File: config.mk
export PLATFORM = sky130hd
export DESIGN_NAME = uart_alu
export DESIGN_NICKNAME = d
export VERILOG_FILES = /design/src/rtl/uart_alu_pkg.sv /design/src/rtl/uart_alu_phy.sv /design/src/rtl/uart_alu.sv
export SDC_FILE = /design/constraint.sdc
export NUM_CORES = 1
export LEC_CHECK = 0
export CAP_MARGIN = 15
export CORE_UTILIZATION = 45
export DETAILED_ROUTE_END_ITERATION = 7
export SETUP_SLACK_MARGIN = 0.4
export SYNTH_ARGS = -nofsm -noshare
export SYNTH_HDL_FRONTEND = slang
export SYNTH_SLANG_ARGS = --single-unit
File: constraint.sdc
create_clock -name clk -period 9.9 [get_ports clk]
set_input_delay 1.98 -clock clk [delete_from_list [all_inputs] [get_ports clk]]
set_output_delay 1.98 -clock clk [all_outputs]
set_load 0.005 [all_outputs]
File: src/rtl/uart_alu_pkg.sv
// Shared constants and types for the UART arithmetic engine: opcodes, packet FSM states,
// and the default bit-rate prescaler.
package uart_alu_pkg;

    localparam logic [7:0]  OP_ECHO          = 8'hEC;
    localparam logic [7:0]  OP_ADD           = 8'h10;
    localparam logic [7:0]  OP_MUL           = 8'h11;
    localparam logic [15:0] DEFAULT_PRESCALE = 16'd35;

    typedef enum logic [1:0] {
        IDLE,
        HDR,
        PAYLOAD,
        RESULT
    } state_e;

endpackage

File: src/rtl/uart_alu_phy.sv
// 8N1 UART transmitter and receiver with valid/ready byte interfaces.
// One bit lasts 8*PRESCALE clock cycles.
module uart_phy #(
    parameter logic [15:0] PRESCALE = 16'd35
) (
    input  logic       clk,
    input  logic       rst,
    input  logic       rx_i,
    output logic       tx_o,
    input  logic [7:0] tx_data_i,
    input  logic       tx_valid_i,
    output logic       tx_ready_o,
    output logic       tx_busy_o,
    output logic [7:0] rx_data_o,
    output logic       rx_valid_o,
    input  logic       rx_ready_i,
    output logic       rx_busy_o,
    output logic       rx_frame_err_o
);

    localparam logic [18:0] BIT_CYC  = 19'(8 * PRESCALE);
    localparam logic [18:0] HALF_CYC = 19'(4 * PRESCALE);

    logic        rx_meta_q, rx_sync_q, rx_arm_q, rx_busy_q;
    logic [18:0] rx_cnt_q;
    logic [3:0]  rx_bit_q;
    logic [7:0]  rx_shift_q, rx_data_q;
    logic        rx_valid_q, rx_ferr_q;

    // The receiver re-arms only after seeing the line high, so a low stop bit
    // cannot be mistaken for the next start bit.
    always_ff @(posedge clk) begin
        if (!rst) begin
            rx_meta_q  <= 1'b1;
            rx_sync_q  <= 1'b1;
            rx_arm_q   <= 1'b1;
            rx_busy_q  <= 1'b0;
            rx_cnt_q   <= '0;
            rx_bit_q   <= '0;
            rx_shift_q <= '0;
            rx_data_q  <= '0;
            rx_valid_q <= 1'b0;
            rx_ferr_q  <= 1'b0;
        end else begin
            rx_meta_q <= rx_i;
            rx_sync_q <= rx_meta_q;
            rx_ferr_q <= 1'b0;
            if (rx_valid_q && rx_ready_i) rx_valid_q <= 1'b0;
            if (!rx_busy_q) begin
                rx_arm_q <= rx_sync_q;
                if (rx_arm_q && !rx_sync_q) begin
                    rx_busy_q <= 1'b1;
                    rx_cnt_q  <= HALF_CYC - 19'd1;
                    rx_bit_q  <= '0;
                end
            end else if (rx_cnt_q != '0) begin
                rx_cnt_q <= rx_cnt_q - 19'd1;
            end else begin
                rx_cnt_q <= BIT_CYC - 19'd1;
                if (rx_bit_q == 4'd0) begin
                    if (rx_sync_q) rx_busy_q <= 1'b0;
                    else           rx_bit_q  <= 4'd1;
                end else if (rx_bit_q == 4'd9) begin
                    rx_busy_q <= 1'b0;
                    rx_arm_q  <= 1'b0;
                    if (rx_sync_q) begin
                        rx_data_q  <= rx_shift_q;
                        rx_valid_q <= 1'b1;
                    end else begin
                        rx_ferr_q <= 1'b1;
                    end
                end else begin
                    rx_shift_q <= {rx_sync_q, rx_shift_q[7:1]};
                    rx_bit_q   <= rx_bit_q + 4'd1;
                end
            end
        end
    end

    assign rx_data_o      = rx_data_q;
    assign rx_valid_o     = rx_valid_q;
    assign rx_busy_o      = rx_busy_q;
    assign rx_frame_err_o = rx_ferr_q;

    logic        tx_q, tx_busy_q, tx_done;
    logic [18:0] tx_cnt_q;
    logic [3:0]  tx_bit_q;
    logic [8:0]  tx_shift_q;

    // Accepting a new byte in the last stop-bit cycle keeps back-to-back frames gapless.
    assign tx_done    = tx_busy_q && (tx_cnt_q == '0) && (tx_bit_q == 4'd0);
    assign tx_ready_o = !tx_busy_q || tx_done;

    always_ff @(posedge clk) begin
        if (!rst) begin
            tx_q       <= 1'b1;
            tx_busy_q  <= 1'b0;
            tx_cnt_q   <= '0;
            tx_bit_q   <= '0;
            tx_shift_q <= '1;
        end else if (tx_valid_i && tx_ready_o) begin
            tx_shift_q <= {1'b1, tx_data_i};
            tx_q       <= 1'b0;
            tx_bit_q   <= 4'd9;
            tx_cnt_q   <= BIT_CYC - 19'd1;
            tx_busy_q  <= 1'b1;
        end else if (tx_busy_q) begin
            if (tx_cnt_q != '0) begin
                tx_cnt_q <= tx_cnt_q - 19'd1;
            end else if (tx_bit_q == 4'd0) begin
                tx_busy_q <= 1'b0;
            end else begin
                tx_q       <= tx_shift_q[0];
                tx_shift_q <= {1'b1, tx_shift_q[8:1]};
                tx_bit_q   <= tx_bit_q - 4'd1;
                tx_cnt_q   <= BIT_CYC - 19'd1;
            end
        end
    end

    assign tx_o      = tx_q;
    assign tx_busy_o = tx_busy_q;

endmodule

File: src/rtl/uart_alu.sv
// Packet engine over UART: echo, 32-bit add and (with UART_ALU_MUL_EN) 32-bit multiply.
// Results leave through a 4-entry TX FIFO.
module uart_alu
    import uart_alu_pkg::*;
#(
    parameter logic [15:0] PRESCALE = DEFAULT_PRESCALE
) (
    input  logic clk,
    input  logic rst,
    input  logic rx_i,
    output logic tx_o
);

    logic [7:0] rx_data, tx_data;
    logic       rx_valid, rx_ready, tx_valid, tx_ready;
    logic       tx_busy, rx_busy, rx_ferr;

    uart_phy #(.PRESCALE(PRESCALE)) u_phy (
        .clk            (clk),
        .rst            (rst),
        .rx_i           (rx_i),
        .tx_o           (tx_o),
        .tx_data_i      (tx_data),
        .tx_valid_i     (tx_valid),
        .tx_ready_o     (tx_ready),
        .tx_busy_o      (tx_busy),
        .rx_data_o      (rx_data),
        .rx_valid_o     (rx_valid),
        .rx_ready_i     (rx_ready),
        .rx_busy_o      (rx_busy),
        .rx_frame_err_o (rx_ferr)
    );

    // Framing errors are already dropped inside the PHY; the flags are informational only.
    logic unused_phy;
    assign unused_phy = &{1'b0, tx_busy, rx_busy, rx_ferr};

    function automatic logic op_supported(input logic [7:0] b);
`ifdef UART_ALU_MUL_EN
        return (b == OP_ECHO) || (b == OP_ADD) || (b == OP_MUL);
`else
        return (b == OP_ECHO) || (b == OP_ADD);
`endif
    endfunction

    logic [7:0] fifo_mem_q [4];
    logic [1:0] wr_ptr_q, rd_ptr_q;
    logic [2:0] count_q;
    logic       fifo_full, pop, push_en;
    logic [7:0] push_data;

    assign fifo_full = (count_q == 3'd4);
    assign tx_valid  = (count_q != 3'd0);
    assign tx_data   = fifo_mem_q[rd_ptr_q];
    assign pop       = tx_valid && tx_ready;

    // NOTE: storage is not reset; the pointers and count alone define which entries are valid.
    always_ff @(posedge clk) begin
        if (push_en) fifo_mem_q[wr_ptr_q] <= push_data;
    end

    always_ff @(posedge clk) begin
        if (!rst) begin
            wr_ptr_q <= '0;
            rd_ptr_q <= '0;
            count_q  <= '0;
        end else begin
            if (push_en) wr_ptr_q <= wr_ptr_q + 2'd1;
            if (pop)     rd_ptr_q <= rd_ptr_q + 2'd1;
            count_q <= count_q + {2'b0, push_en} - {2'b0, pop};
        end
    end

    state_e      state_q;
    logic [7:0]  opcode_q, skid_q;
    logic [15:0] len_q, cnt_q;
    logic [31:0] word_q, acc_q, acc_upd;
    logic        word_done_q, have_word_q, skid_valid_q;
    logic [1:0]  res_idx_q;
    logic        byte_fire, result_push;

    assign rx_ready    = !skid_valid_q;
    assign byte_fire   = rx_valid && rx_ready;
    assign result_push = (state_q == RESULT) && !skid_valid_q && !word_done_q && !fifo_full;

`ifdef UART_ALU_MUL_EN
    logic [31:0] mul_res;
    assign mul_res = acc_q * word_q;
    assign acc_upd = (opcode_q == OP_MUL) ? mul_res : acc_q + word_q;
`else
    assign acc_upd = acc_q + word_q;
`endif

    // NOTE: every output gets a default first so no path leaves it unassigned (no latch).
    always_comb begin
        push_en   = 1'b0;
        push_data = skid_q;
        if (skid_valid_q) begin
            push_en = !fifo_full;
        end else if (byte_fire && state_q == PAYLOAD && opcode_q == OP_ECHO) begin
            push_en   = !fifo_full;
            push_data = rx_data;
        end else if (result_push) begin
            push_en   = 1'b1;
            push_data = acc_q[{res_idx_q, 3'b000} +: 8];
        end
    end

    always_ff @(posedge clk) begin
        if (!rst) begin
            state_q      <= IDLE;
            opcode_q     <= '0;
            len_q        <= '0;
            cnt_q        <= '0;
            word_q       <= '0;
            word_done_q  <= 1'b0;
            acc_q        <= '0;
            have_word_q  <= 1'b0;
            res_idx_q    <= '0;
            skid_q       <= '0;
            skid_valid_q <= 1'b0;
        end else begin
            word_done_q <= 1'b0;
            if (skid_valid_q && !fifo_full) skid_valid_q <= 1'b0;
            if (word_done_q) begin
                have_word_q <= 1'b1;
                acc_q       <= have_word_q ? acc_upd : word_q;
            end
            case (state_q)
                IDLE: begin
                    if (byte_fire && op_supported(rx_data)) begin
                        opcode_q    <= rx_data;
                        cnt_q       <= 16'd1;
                        acc_q       <= '0;
                        have_word_q <= 1'b0;
                        state_q     <= HDR;
                    end
                end
                HDR: begin
                    if (byte_fire) begin
                        cnt_q <= cnt_q + 16'd1;
                        if (cnt_q == 16'd2) len_q[7:0] <= rx_data;
                        if (cnt_q == 16'd3) begin
                            len_q[15:8] <= rx_data;
                            res_idx_q   <= '0;
                            if ({rx_data, len_q[7:0]} > 16'd4) state_q <= PAYLOAD;
                            else if (opcode_q == OP_ECHO)      state_q <= IDLE;
                            else                               state_q <= RESULT;
                        end
                    end
                end
                PAYLOAD: begin
                    if (byte_fire) begin
                        cnt_q <= cnt_q + 16'd1;
                        if (opcode_q == OP_ECHO) begin
                            if (fifo_full) begin
                                skid_q       <= rx_data;
                                skid_valid_q <= 1'b1;
                            end
                        end else begin
                            word_q <= {rx_data, word_q[31:8]};
                            // Payload starts at byte 4, so index bits [1:0]==3 end a word.
                            if (cnt_q[1:0] == 2'd3) word_done_q <= 1'b1;
                        end
                        if (cnt_q == len_q - 16'd1) begin
                            res_idx_q <= '0;
                            state_q   <= (opcode_q == OP_ECHO) ? IDLE : RESULT;
                        end
                    end
                end
                RESULT: begin
                    if (result_push) begin
                        res_idx_q <= res_idx_q + 2'd1;
                        if (res_idx_q == 2'd3) state_q <= IDLE;
                    end
                end
                default: state_q <= IDLE;
            endcase
        end
    end

endmodule

==> impl_metrics.csv <==
group,metric,value,unit
outcome,status,"finished clean",
floorplan,die_w,171.1,um
clocking,cts-htree-levels,1,
worst_setup_path,cp_num_buf_inv,1,
layout,finalNonFillerCells,1794,
logic_synthesis,syn_avg_cell_area,8.910,sq um
layout,nets,1453,
clocking,post-cts-setup-buffers,0,
route,wl_met3,1.250,mm
placement,portBuffers,3,
route,wl_met2,13.60,mm
timing,hold_viol,0,
global_route,grt_pass1_wl,48.98,mm
placement,dpl.cell_count,1744,
layout,nFillCells,2648,
layout,drive_above_1_share,0.07345,
clocking,cts_resized,0,
clocking,clkSlewWorstSetupHoldPaths,0.06,ns
layout,mostFrequentLayoutCells,"dfxtp_1 (203), nand2_1 (180), nor2_1 (95), a21oi_1 (80), mux2i_1 (75)",
logic_synthesis,yosysTopAreaCell,"dfxtp_1",
power_and_ir_drop,irDropWorstVdd,0.1165,mV
power_and_ir_drop,power,0.002543,W
global_route,first_global_vias,9290,
global_route,globalRouteTotalUtil,0.2073,
logic_synthesis,async_reset_ff_frac,0,
logic_synthesis,synth_cell_types,85,
route,drt_iter0_drc,703,
logic_synthesis,synth_nets,1502,
clocking,tritoncts,"built",
worst_setup_path,crit_slowest_cell,"or3b_2",
route,vias_per_cell,5.546,
route,drtPass1Iterations,5,
global_route,overflow,0,
floorplan,io_pins,4,
floorplan,core_area,27930,sq um
placement,place_hpwl,20.65,mm
clocking,clock_sinks,237,
worst_hold_path,hp-class,"reg -> reg",
timing,rsz0062_at_grt,"false",
flow_run,drv_cap,0,
worst_setup_path,crit_path_max_fanout,12,
worst_setup_path,cp-start-kind,"flip-flop",
logic_synthesis,yosysSeqAreaShare,0.3937,
floorplan,start_util,0.4606,
clocking,cts_made_buffers,27,
logic_synthesis,ys_warn_count,0,
worst_setup_path,cp_top_family,"simple AND/OR/NAND/NOR gates",
logic_synthesis,synth-seq-cells,237,
worst_setup_path,cp-end-kind,"flip-flop",
timing,clock.fmax,249.5,MHz
logic_synthesis,synth_cells,1444,
global_route,antenna_found_initial,0,
power_and_ir_drop,power_density,181.2,nW/um^2
worst_setup_path,critPathKind,"reg -> reg",
timing,setup_ws,5.893,ns
logic_synthesis,ys.flop_type,"dfxtp_1",
route,wire_per_inst,16.53,um
clocking,cts-root-buf,"clkbuf_16",
timing,timing.slew.headroom,0.2869,
worst_setup_path,cp_common_cell,"or3b_2",
route,drc,0,
power_and_ir_drop,p_leak,5.470,nW
floorplan,die_h,171.1,um
route,ant_nets,0,
clocking,cts.path.max_buffers,3,
placement,place_ws,5.861,ns
clocking,insertion_delay,0.54,ns
route,via_count,9950,
worst_setup_path,crit_chain,"inv_1 > ha_1 > or3b_2 > nand4b_1 > nor4_2 > nor2b_1 > nor3_1 > nand3_1 > or3b_2 > a21boi_0",
timing,period_share,0.4048,
logic_synthesis,syn_area,12870,sq um
logic_synthesis,yosysTopAreaCellShare,0.3190,
route,wl_met1,14.37,mm
worst_setup_path,cpPeakStageDelay,0.62,ns
clocking,hold_buffers,0,
placement,place.gp.congestion,0.8764,
layout,multiInputGateArea,7295,sq um
logic_synthesis,synth_area_leaders,"dfxtp_1 (32%), edfxtp_1 (7.5%), mux2i_1 (5.8%), nand2_1 (5.3%), ha_1 (5.2%)",
floorplan,dieArea,29270,sq um
timing,finalSetupViolCount,0,
route,wirelength,29.66,mm
worst_setup_path,critPathArrivalTime,4.48,ns
timing,fin_tns_setup,0,ns
logic_synthesis,synth_edf_count,32,
timing,worst_pin_slew,1.062,ns
worst_setup_path,worstPathRequired,10.37,ns
timing,min_period,4.007,ns
layout,diodes,0,
timing,final-max-slew-violation-count,0,
floorplan,rows,61,
route,route.top_layer_used,"met4",
layout,layout_commonest_cell,"dfxtp_1",
layout,regArea,5067,sq um
layout,area_growth,9.054,%
timing,clock_skew,0.01559,ns
global_route,grt_max_degree,78,
## cells by family (layout without fill, tap and decap cells)
| kind of cell | Yosys count | in the layout | synth area share |
|---|---|---|---|
| buf+inv | 128 | 100 | 0.03958 |
| mux | 94 | 94 | 0.08986 |
| simple gates | 545 | 545 | 0.2143 |
| xor+xnor | 70 | 70 | 0.04765 |
| compound gates | 315 | 315 | 0.1603 |
| fa+ha+maj | 55 | 55 | 0.05465 |
| flops | 237 | 237 | 0.3937 |
## flip-flops by register name, summed over array words and instances, names as in the netlist, 8 cells and up, named ones only
register	count
acc_q	32
cnt_q	16
fifo_mem_q	32
len_q	16
opcode_q	8
skid_q	8
u_phy.rx_cnt_q	19
u_phy.rx_data_o	8
u_phy.rx_shift_q	8
u_phy.tx_cnt_q	19
u_phy.tx_shift_q	8
word_q	32
## per-layer routing
metal,up-vias,global-route usage
met5,-,0
met4,0,0.04814
met3,37,0.02244
met2,183,0.3439
met1,4697,0.2878
li1,5033,-
## cell type report
| cell class | instances | area share |
|---|---|---|
| Timing Repair Buffer | 10 | 0.005707 |
| Inverter | 40 | 0.01070 |
| Tap cell | 378 | 0.03371 |
| Clock inverter | 15 | 0.01569 |
| Clock buffer | 35 | 0.05315 |
| Multi-Input combinational cell | 1079 | 0.5199 |
| Sequential cell | 237 | 0.3612 |
## cells in the mapped netlist (8+ instances only)
| cell type | number |
|---|---|
| a211oi_1 | 19 |
| buf_1 | 8 |
| or3_1 | 16 |
| clkbuf_1 | 75 |
| a21o_1 | 19 |
| nor4_1 | 16 |
| dfxtp_1 | 205 |
| o211ai_1 | 11 |
| and3_1 | 15 |
| a31oi_1 | 13 |
| or4_1 | 12 |
| nand2_1 | 180 |
| nand4_1 | 10 |
| nand3_1 | 32 |
| mux4_2 | 17 |
| nand2b_1 | 11 |
| xnor2_1 | 45 |
| nor2_1 | 95 |
| edfxtp_1 | 32 |
| nor2b_1 | 68 |
| xor2_1 | 25 |
| a21oi_1 | 80 |
| a21boi_0 | 45 |
| o31ai_1 | 9 |
| mux2i_1 | 75 |
| nor3_1 | 28 |
| ha_1 | 53 |
| o211a_1 | 11 |
| o21ai_0 | 64 |
| inv_1 | 39 |
| and2_1 | 21 |
## worst register-to-register path, cell delays in order, from the launching register on
cell      delay (ns)
dfxtp_1         0.32
inv_1           0.06
ha_1            0.17
or3b_2          0.50
nand4b_1        0.37
nor4_2          0.48
nor2b_1         0.33
nor3_1          0.44
nand3_1         0.49
or3b_2          0.62
a21boi_0        0.16
## where the power goes
group | total [W] | leakage, nW | switching (W) | internal [W]
logic | 0.000381 | 3.04 | 0.000216 | 0.000165
registers | 0.00109 | 1.96 | 0.0000531 | 0.00103
clock network | 0.00108 | 0.476 | 0.000412 | 0.000665
## through the flow
step	utilization	hold WS [ns]	cell area [sq um]
finish	0.5023	0.4537	14030
global route	0.5023	0.4761	14030
CTS	0.5023	0.4571	14030
detailed placement	0.4677	0.4200	13070
global placement	0.4677	0.4346	13070
floorplan	-	0.3863	12870
## path summary, 6_finish.rpt
kind	startpoint	depth (start not counted)	slack, ns	end
hold reg to reg	opcode_q[1]	1	0.45	opcode_q[1]
setup reg to reg	u_phy.rx_cnt_q[0]	10	5.89	u_phy.rx_bit_q[2]
hold / removal	opcode_q[1]	1	0.45	opcode_q[1]
setup / recovery	u_phy.rx_cnt_q[0]	10	5.89	u_phy.rx_bit_q[2]
Power figures use the tool's default switching activity.
